===== config.mk =====
export PLATFORM = sky130hd
export DESIGN_NAME = pc_sequencer
export DESIGN_NICKNAME = d
export VERILOG_FILES = /design/src/rtl/pc_sequencer_pkg.sv /design/src/rtl/pc_sequencer_ras_stack.sv /design/src/rtl/pc_sequencer.sv
export SDC_FILE = /design/constraint.sdc
export NUM_CORES = 1
export LEC_CHECK = 0
export ABC_AREA = 1
export CORE_MARGIN = 2
export CORE_UTILIZATION = 54
export CTS_CLUSTER_SIZE = 30
export DETAILED_ROUTE_END_ITERATION = 6
export PLACE_DENSITY = 0.82
export SYNTH_ARGS = -nofsm -noshare
export SYNTH_HDL_FRONTEND = slang
export SYNTH_SLANG_ARGS = --single-unit

===== constraint.sdc =====
create_clock -name CLK -period 3.8 [get_ports CLK]
set_clock_uncertainty 0.1 [all_clocks]
set_input_delay 0.76 -clock CLK [delete_from_list [all_inputs] [get_ports CLK]]
set_output_delay 0.76 -clock CLK [all_outputs]
set_load 0.01 [all_outputs]

===== src/rtl/pc_sequencer_pkg.sv =====
// Shared definitions for the program-counter sequencer: next-PC mode encodings
// and instruction-format constants.
package pc_sequencer_pkg;

  typedef enum logic [1:0] {
    PC_SEQ = 2'b00,
    PC_BR  = 2'b01,
    PC_J   = 2'b10,
    PC_JR  = 2'b11
  } pc_sel_e;

  localparam int unsigned INSTR_BYTES = 4;
  localparam int unsigned JUMP_IDX_W  = 26;

endpackage


===== src/rtl/pc_sequencer_ras_stack.sv =====
// Circular return-address stack: push/pop/replace with a saturating count,
// sticky overflow when the oldest entry is overwritten, and an underflow pulse.
module ras_stack #(
  parameter int unsigned ADDR_W = 32,
  parameter int unsigned DEPTH  = 4
) (
  input  logic              clk,
  input  logic              rst,
  input  logic              push,
  input  logic              pop,
  input  logic [ADDR_W-1:0] wdata,
  output logic [ADDR_W-1:0] top,
  output logic              valid,
  output logic              overflow,
  output logic              underflow
);

  localparam int unsigned PW = $clog2(DEPTH);
  localparam int unsigned CW = PW + 1;

  logic [ADDR_W-1:0] entries [DEPTH];
  logic [PW-1:0]     top_ptr;
  logic [CW-1:0]     count;
  logic              empty;
  logic              full;

  assign empty = (count == '0);
  assign full  = (count == CW'(DEPTH));

  // top_ptr addresses the newest entry; when full, the slot after it is the
  // oldest, so a push naturally overwrites the oldest entry.
  always_ff @(posedge clk) begin
    if (rst) begin
      for (int unsigned i = 0; i < DEPTH; i++) begin
        entries[i] <= '0;
      end
      top_ptr   <= '0;
      count     <= '0;
      overflow  <= 1'b0;
      underflow <= 1'b0;
    end else begin
      underflow <= 1'b0;
      if (push && (!pop || empty)) begin
        entries[top_ptr + PW'(1)] <= wdata;
        top_ptr                   <= top_ptr + PW'(1);
        if (full) begin
          overflow <= 1'b1;
        end else begin
          count <= count + CW'(1);
        end
      end else if (push && pop) begin
        entries[top_ptr] <= wdata;
      end else if (pop) begin
        if (empty) begin
          underflow <= 1'b1;
        end else begin
          top_ptr <= top_ptr - PW'(1);
          count   <= count - CW'(1);
        end
      end
    end
  end

  assign top   = empty ? '0 : entries[top_ptr];
  assign valid = !empty;

endmodule


===== src/rtl/pc_sequencer.sv =====
// Registered program counter with four next-PC modes, stall support and an
// advisory return-address stack fed with the link address.
module pc_sequencer
  import pc_sequencer_pkg::*;
#(
  parameter int unsigned       ADDR_W    = 32,
  parameter logic [ADDR_W-1:0] RESET_PC  = '0,
  parameter int unsigned       RAS_DEPTH = 4
) (
  input  logic                  CLK,
  input  logic                  Reset,
  input  logic                  stall,
  input  logic [1:0]            pc_sel,
  input  logic                  branch_taken,
  input  logic [ADDR_W-1:0]     imm_ext,
  input  logic [JUMP_IDX_W-1:0] jump_target,
  input  logic [ADDR_W-1:0]     reg_target,
  input  logic                  link,
  input  logic                  ret,
  output logic [ADDR_W-1:0]     pc,
  output logic [ADDR_W-1:0]     pc_plus4,
  output logic [ADDR_W-1:0]     ras_top,
  output logic                  ras_valid,
  output logic                  ras_overflow,
  output logic                  misaligned,
  output logic                  ras_underflow
);

  localparam int unsigned REGION_LO = JUMP_IDX_W + 2;

  pc_sel_e           mode;
  logic [ADDR_W-1:0] next_pc;

  assign mode     = pc_sel_e'(pc_sel);
  assign pc_plus4 = pc + ADDR_W'(INSTR_BYTES);

  always_comb begin
    next_pc = pc_plus4;
    case (mode)
      PC_SEQ:  next_pc = pc_plus4;
      PC_BR:   next_pc = branch_taken ? (pc_plus4 + (imm_ext << 2)) : pc_plus4;
      PC_J:    next_pc = {pc_plus4[ADDR_W-1:REGION_LO], jump_target, 2'b00};
      PC_JR:   next_pc = {reg_target[ADDR_W-1:2], 2'b00};
      default: next_pc = pc_plus4;
    endcase
  end

  always_ff @(posedge CLK) begin
    if (Reset) begin
      pc         <= RESET_PC;
      misaligned <= 1'b0;
    end else begin
      misaligned <= !stall && (mode == PC_JR) && (reg_target[1:0] != 2'b00);
      if (!stall) begin
        pc <= next_pc;
      end
    end
  end

  ras_stack #(
    .ADDR_W (ADDR_W),
    .DEPTH  (RAS_DEPTH)
  ) u_ras (
    .clk       (CLK),
    .rst       (Reset),
    .push      (link && !stall),
    .pop       (ret && !stall),
    .wdata     (pc_plus4),
    .top       (ras_top),
    .valid     (ras_valid),
    .overflow  (ras_overflow),
    .underflow (ras_underflow)
  );

endmodule


# == After elaboration in Yosys (flattened, before gate mapping) ==
# Memory sizes are Yosys's and may differ from the RTL's. A register that Yosys moved wholly into a read port is not among the register bits.
# Index checks and enable logic that the tools add are counted.
# Widths: inputs -> output; s select.
# word_totals
mem_bits_rw,128
regBits,40
output_inout_bits,100
word_cells,71
mem_count,1
# mem_list
name,depth,word_bits,read_ports,rd_ports_with_merged_regs,write_ports,line_no,rtl
u_ras.entries,4,32,1,1,4,pc_sequencer_ras_stack.sv:21,logic [ADDR_W-1:0] entries [DEPTH];
# op_classes
reduce_logical,20
n_bitwise,1
n_eq_ne,7
muxes,30
add_sub_neg,6
# op_table
operator,count
$mux 32,4
$pmux 32 s4,1
$reduce_or 32->1,2
$add 32x3->32 const B,1
$add 32x32->32,1
$mux 2,8
$mux 3,5
$mux 1,12
$logic_and 1x1->1,6
$eq 2x2->1 const B,2
$ne 2x2->1 const B,2
$reduce_and 4->1,1
$reduce_bool 2->1,2
$reduce_or 4->1,1
$add 3x1->3 const B,1
$eq 3x3->1 const B,1
$logic_not 1->1,3
$logic_not 3->1,1
$reduce_and 3->1,1
$sub 3x1->3 const B,1
$add 2x1->2 const B,1
$eq 2x1->1 const B,1
$logic_not 2->1,1
$ne 2x1->1 const B,1
other kinds (4),4

# == Depth between registers and ports, before layout ==
# Gate-level depths: netlist (run 1).
# depth
word_depth,11
ltp_mapped,26

# == Hierarchy ==
# A second synthesis (run 1) with hierarchy kept.
# hier_totals
cells_unflattened,1548
area_unflattened_um2,11353.4
# by_module_without_submodules
mod,area_each_um2,instances,cells_each
ras_stack,6338.6,1,621
pc_sequencer,5014.8,1,927

# == Worst setup path after synthesis (run 1) ==
# No wires, ideal clock.
# synth_path
kind,input port to flip-flop
startpoint,in Reset
endpoint,"mem u_ras.entries[3][10], enable pin"
t_arrival_ns,2.786
setup_time_ns,0.419
stages,7
slack_ns,0.494
n_path_buf,1
cell_sequence,clkbuf_1 -> nor3_4 -> inv_2 -> nand2_1 -> o21ai_2 -> nand2_1 -> nor2_1
# synth_lines
item,line_no,rtl
from (decl),pc_sequencer.sv:11,"input logic Reset,"
to (decl),pc_sequencer_ras_stack.sv:21,

# == Worst setup path in the final report (run 1) ==
# layout_path
startpoint,reg pc[2]
endpoint,out pc_plus4[18]
# layout_between
elab_chain_cells,1
# layout_rtl
item,line_no,rtl
from (decl),pc_sequencer.sv:20,"output logic [ADDR_W-1:0] pc,"
from (signal assigned),pc_sequencer.sv:55,pc <= next_pc;
$add 32x3->32,pc_sequencer.sv:35,assign pc_plus4 = pc + ADDR_W'(INSTR_BYTES);
to (decl),pc_sequencer.sv:21,"output logic [ADDR_W-1:0] pc_plus4,"
# Every way passes these cells.

==> metrics.txt, run 1 <==
Vias per Instance=5.49; Storage cell area=4530 um2; Setup TNS=0 ns; Placed Instances=1995; Sink Count=164; Power Dens Cells=380 nW/um2; initial antenna violation count=0; #FFs+latches synth=164; fin crit period=3.71 ns; multi-input logic area=5380 um2; H-tree levels=4; critical path required time=2.94 ns; Mapped Cells=1533; Die ar.=21400 um2; Post-route DRC=0; Yosys top cell by area=edfxtp_1; first-pass GRT wire length=57.3 mm; Final period util=0.976; GR peak layer=met2; ranking of synthesized cells by area=edfxtp_1 (34%), nor2_1 (11%), nand2_1 (11%); fin cells=2027; hold depth=2; I/O pin count=198; Syn Std Cell Area=10900 um2; kind of critical path=reg -> out; # fillers=1737; fmax=270 MHz; ys async rst share=0; share of cells above drive strength 1=0.0780; CP arrival=2.85 ns; Crit Path Max Fanout=4; RSZ-0062 raised after global routing=no; DR vias=11100; max cap viols=0; Startpoint Class=flop; Port Buffers=191; fraction of post-synthesis cell area in the top cell type by area=0.341; R2R depth=22; vias in the first global route=10900; sequential area share after synthesis=0.414; DRT Wirelength=37.0 mm; grt met3 use=0.0456; GR Util met1=0.442; Worst setup EP type=output port; Clk pin slew, worst setup/hold paths=0.07 ns; ys flop type=edfxtp_1; GRT met2 Usage=0.604; Initial Util=0.546; Worst Hold Class=reg -> reg; Tot GR Track Use=0.345; DR iter-0 viols=920; Antenna Cells=0; worst slew pin tran=1.13 ns; drt wl/cell=18.2 um; CTS buffer count=17; Final Hold Fails=0; CTS tree=done; final setup fails=0; P&R area growth vs syn=27.6%; max-slew violation count=0; nets=1880; status=finished, final reports clean; Die Y=146 um; hold-fix buffers at CTS=0; core area=20000 um2; Leak=6.09 nW; YS warnings=0; Post-synth EDFFs=124; Worst VDD drop=0.313 mV; largest net degree at the start of global routing=63; Detail Route Antenna Nets=0; die width=146 um; first drt pass iteration count=7; library cells used by synthesis=47; Post-DP HPWL=28.0 mm; root buffer cell=clkbuf_16; Slew HR=0.249; Rows=52; Avg Inst Size Synth=7.13 um2; Finished Core Util=0.697; GRT overflow=0; Skew-Pair Late Insertion Delay=0.43 ns; clk buf depth=2; GP Congestion=1.04
## per-layer routing
layer	share of wire	routed length, um
met1	0.39	14500
met2	0.49	18200
met3	0.089	3280
met4	0.029	1080
met5	0	0
## critical path, cell delays in order (launching register included)
cell,delay [ns]
dfxtp_2,0.41
ha_2,0.25
inv_1,0.05
nor2_1,0.24
nand2_1,0.21
nor2_1,0.17
xor2_1,0.32
buf_4,0.22
clkdlybuf4s50_1,0.55
## placed cells by master (no fill, tap or decap), types with 3 or more instances in the layout
cell	synthesis	layout
edfxtp_1	124	124
clkbuf_16	0	17
nand4_1	14	14
nand3b_1	9	9
nand3_1	66	66
nor3_1	16	15
clkdlybuf4s50_1	0	191
inv_1	208	208
buf_4	6	50
inv_6	0	3
nand2_2	5	5
inv_2	12	12
dfxtp_2	0	6
o221ai_1	3	3
a22o_1	12	12
nand2_1	322	322
inv_8	0	3
xnor2_1	6	6
a21oi_1	88	87
nor2_1	329	326
nor2_2	10	13
nor2_4	3	3
ha_1	36	35
o21ai_0	111	111
xor2_2	1	3
a211oi_1	3	3
a31oi_1	3	3
dfxtp_1	40	34
or2_2	3	3
conb_1	1	8
a21o_1	3	3
o211ai_1	4	4
clkinv_4	0	4
xor2_1	14	12
o21bai_1	9	9
## what timing repair did
item | 4_1_cts | 5_1_grt
resized for setup | 0 | 13
buffers inserted | 0 | 0
endpoints found under the setup margin | 0 | 6
## cells by family (layout without fill, tap and decap cells)
kind of cell               count (synthesis)  in the layout  synth area share
other                                      1              8          0.000343
and+or+nand+nor                          787            787             0.298
xor gates and xnor gates                  21             21            0.0175
buffers and inverters                    277            494             0.101
adders and majority gates                 38             38            0.0449
DFF                                      164            164             0.414
AOI/OAI and AO/OA                        245            245             0.125
## stage by stage
step                instance area, um2  worst slack, ns  hold slack, ns  power, mW
CTS                              13900           0.0584           0.356       5.28
floorplan                        11000            0.494           0.344       2.94
detailed placement               13300            0.264           0.346       3.60
global placement                 13300            0.311           0.338       3.57
global route                     14000          0.00445           0.393       5.51
finish                           14000           0.0914           0.355       5.30
## cell type report
cell class / instances / area share
multi-input combinational: 1099 / 0.385
inverter: 221 / 0.0594
clock buffer: 18 / 0.0307
sequential: 164 / 0.325
timing repair buffer: 241 / 0.164
tap: 270 / 0.0242
clock inverter: 14 / 0.0118
## Yosys cell counts (5+ instances only)
cell type and n:
xor2_1 14, nand3_1 66, nand2_2 5, nor2_2 10, nand3b_1 9, nand2_1 322, o21ai_0 111, inv_2 12
buf_4 6, a21oi_1 88, xnor2_1 6, nor3_1 16, ha_1 36, o21bai_1 9, nor2_1 329, inv_1 208
dfxtp_1 40, nand4_1 14, edfxtp_1 124, a22o_1 12, clkbuf_1 35, buf_2 12
## state kept, by name, indices dropped and copies added, names as in the netlist, named ones only
name and cells:
u_ras.count 3, u_ras.underflow 1, u_ras.overflow 1, misaligned 1, u_ras.entries 124, pc 30
u_ras.top_ptr 2
## power by group
| part | leakage [nW] | total (mW) | switching, mW | internal (mW) |
|---|---|---|---|---|
| Sequential | 1.62 | 2.15 | 0.0751 | 2.07 |
| Clock | 0.287 | 1.70 | 0.767 | 0.936 |
| Combinational | 4.19 | 1.45 | 0.869 | 0.580 |
| Total | 6.09 | 5.30 | 1.71 | 3.59 |
## final timing paths
check                   end  slack, ns           start
min reg2reg  u_ras.overflow       0.35  u_ras.overflow
max reg2reg          pc[23]       0.21           pc[2]
max            pc_plus4[18]       0.09           pc[2]
min          u_ras.overflow       0.35  u_ras.overflow
Power figures use the tool's default switching activity.
==> run 2: changes to the inputs <==
- CORE_UTILIZATION: 54 -> 49
- PLACE_DENSITY: 0.82 -> 0.78
- SKIP_LAST_GASP: unset -> 1
- clock period: 3.8 -> 3.4 ns (I/O delays scaled with it)
==> run 2 against run 1 <==
First-iteration DRC count shrank 1.2%. Hold slack gained 0.0080 ns. Via count grew 1.2%. Sequential power grew 12%. Total power grew 15%. Clock power grew 15%. Combinational power grew 19%. Largest cell class unchanged. Highest routed layer unchanged.
==> metrics.txt, run 2 (synthesized netlist as in run 1, its figures left out) <==
RSZ-0062 raised after global routing=yes; Antenna Cells=0 (unchanged); Port Buffers=191 (unchanged); Startpoint Class=flop; first-pass GRT wire length=56.6 mm (-1.2%); Worst Hold End=u_ras.overflow; final setup fails=0 (unchanged); hold depth=2 (unchanged); status=finished, final reports clean; commonest non-fill, non-tap cells in the layout=nor2_1 (322), nand2_1 (315), inv_1 (206), clkdlybuf4s50_1 (189), buf_4 (129); clk buf depth=2 (unchanged); kind of critical path=reg -> out; DR iter-0 viols=909 (-1.2%); commonest non-fill, non-tap cell in the layout=nor2_1; largest net degree at the start of global routing=35 (-44%); CP arrival=2.53 ns (-0.32 ns); Worst path max stage delay=0.89 ns (+0.34 ns); Final period util=0.975; max reg flops=124 (unchanged); GP Congestion=1.01 (-3.5%); # fillers=1844 (+6.2%); Max stage delay cell, worst path=inv_1; hold-fix buffers at CTS=0 (unchanged); CTS buffer count=17 (unchanged); max-slew violation count=0 (unchanged); largest registers=u_ras.entries: 124 flops, pc: 30 flops, u_ras.count: 3 flops; Crit Path Max Fanout=31 (+27); nets=1963 (+4.4%); R2R depth=19 (-14%); CTS tree=done; Final Hold Fails=0 (unchanged); Worst setup EP type=output port; Worst VDD drop=0.384 mV (+23%); Sink Count=164 (unchanged); I/O pin count=198 (unchanged); Tot GR Track Use=0.307 (-0.0375); first drt pass iteration count=7 (unchanged); share of cells above drive strength 1=0.133 (+0.0547); Skew-Pair Late Insertion Delay=0.43 ns (about the same); Die Y=153 um (+4.8%); die width=153 um (+4.8%); Slew HR=0.174 (-0.0746); vias in the first global route=10900 (-0.41%); P&R area growth vs syn=35.1%; Hold Startpoint=u_ras.overflow; Post-DP HPWL=27.9 mm (-0.27%); H-tree levels=4 (unchanged); worst r2r src=pc[3]; Initial Util=0.500 (-0.0462); initial antenna violation count=0 (unchanged); GRT overflow=0 (unchanged); fin crit period=3.31 ns; final worst slack=0.0851 ns (-0.00631 ns); Largest Register=u_ras.entries; Die ar.=23500 um2 (+9.9%); DRT Wirelength=36.7 mm (-0.89%); Leak=6.61 nW (+8.5%); DR vias=11300 (+1.2%); Crit Reg-Reg Endpoint=pc[22]; Post-route DRC=0 (unchanged); pre-CTS setup slack=0.0567 ns (-0.207 ns); core area=21900 um2 (+9.2%); max cap viols=0 (unchanged); root buffer cell=clkbuf_16; Placed Instances=2083 (+4.4%); Vias per Instance=5.32 (-3.1%); fin cells=2119 (+4.5%); Worst Hold Class=reg -> reg; worst slew pin tran=1.24 ns (+0.112 ns); fmax=302 MHz; crit path cell chain=inv_1, nor2_1, o21ai_0, a21oi_1, clkdlybuf4s50_1; Rows=54 (+3.8%); Clk pin slew, worst setup/hold paths=0.07 ns (about the same); critical path required time=2.62 ns (-0.32 ns); r2r setup slk=0.18 ns (-0.03 ns); Power Dens Cells=412 nW/um2 (+8.6%); drt wl/cell=17.3 um (-5.2%); crit path buf inv count=2 (-1); CP delay by family, top=buffers and inverters; Finished Core Util=0.675 (-0.0218); Detail Route Antenna Nets=0 (unchanged)
run 2: changes by cell type in the layout (fill, tap and decap cells not counted), sizes merged, moves of 2 or more:
cell / previous run / this run
inv: 226 / 223
clkdlybuf4s50: 191 / 189
bufinv: 1 / 3
buf: 50 / 133
dlymetal6s2s: 0 / 2
clkinvlp: 1 / 3
run 2: power by group:
group          switching (mW)  internal [mW]  total, mW
Sequential             0.0838           2.32       2.40
Combinational           0.980          0.750       1.73
Clock                   0.794           1.16       1.96
Total                    1.86           4.23       6.09
run 2: worst max path at each step:
stage | end | slack (ns) | cells past startpoint
finish | ras_top[21] | 0.09 | 5
global route | ras_top[21] | -0.09 | 5
CTS | pc_plus4[24] | 0.02 | 11
detailed placement | pc[24] | 0.06 | 17
global placement | pc[24] | 0.08 | 17
floorplan | u_ras.entries[3][10] | 0.17 | 7
run 2: per-layer routing:
layer,global-route usage,part of all wire,up-vias
li1,-,-,5520
met1,0.397,0.40,5078
met2,0.539,0.48,583
met3,0.0366,0.079,86
met4,0.100,0.039,0
met5,0,0,-
run 2: final cells by class:
class | instances | area (um2) | share of cell area
Multi-Input combinational cell | 1099 | 5480 | 0.371
Timing Repair Buffer | 324 | 2970 | 0.201
Tap cell | 280 | 350 | 0.0237
Clock buffer | 17 | 425 | 0.0288
Clock inverter | 14 | 180 | 0.0122
Sequential cell | 164 | 4550 | 0.308
Inverter | 221 | 830 | 0.0562
run 2: per-stage QoR:
step                      total power [mW]  setup TNS [ns]  instance area [um2]  hold WS (ns)
final                                 6.09               0                14800         0.363
after global routing                  6.36          -0.622                14800         0.413
after CTS                             6.07               0                14600         0.365
after detailed placement              4.13               0                14000         0.352
after global placement                4.10               0                14000         0.353
after floorplan                       3.29               0                11000         0.344
run 2: what timing repair did:
action                                  in CTS  in global routing
endpoints found under the hold margin        0                  0
resized for setup                            5                 42
buffers inserted                             2                  3
endpoints found under the setup margin       7                 43
pin swaps                                    2                 10
run 2: worst reg2reg max path: cells and delay by family (launching register included):
kind / cells / cell delay (ns)
simple gates: 12 / 1.61
fa+ha+maj: 2 / 0.47
flops: 1 / 0.40
buf+inv: 4 / 0.34
xor+xnor: 1 / 0.21
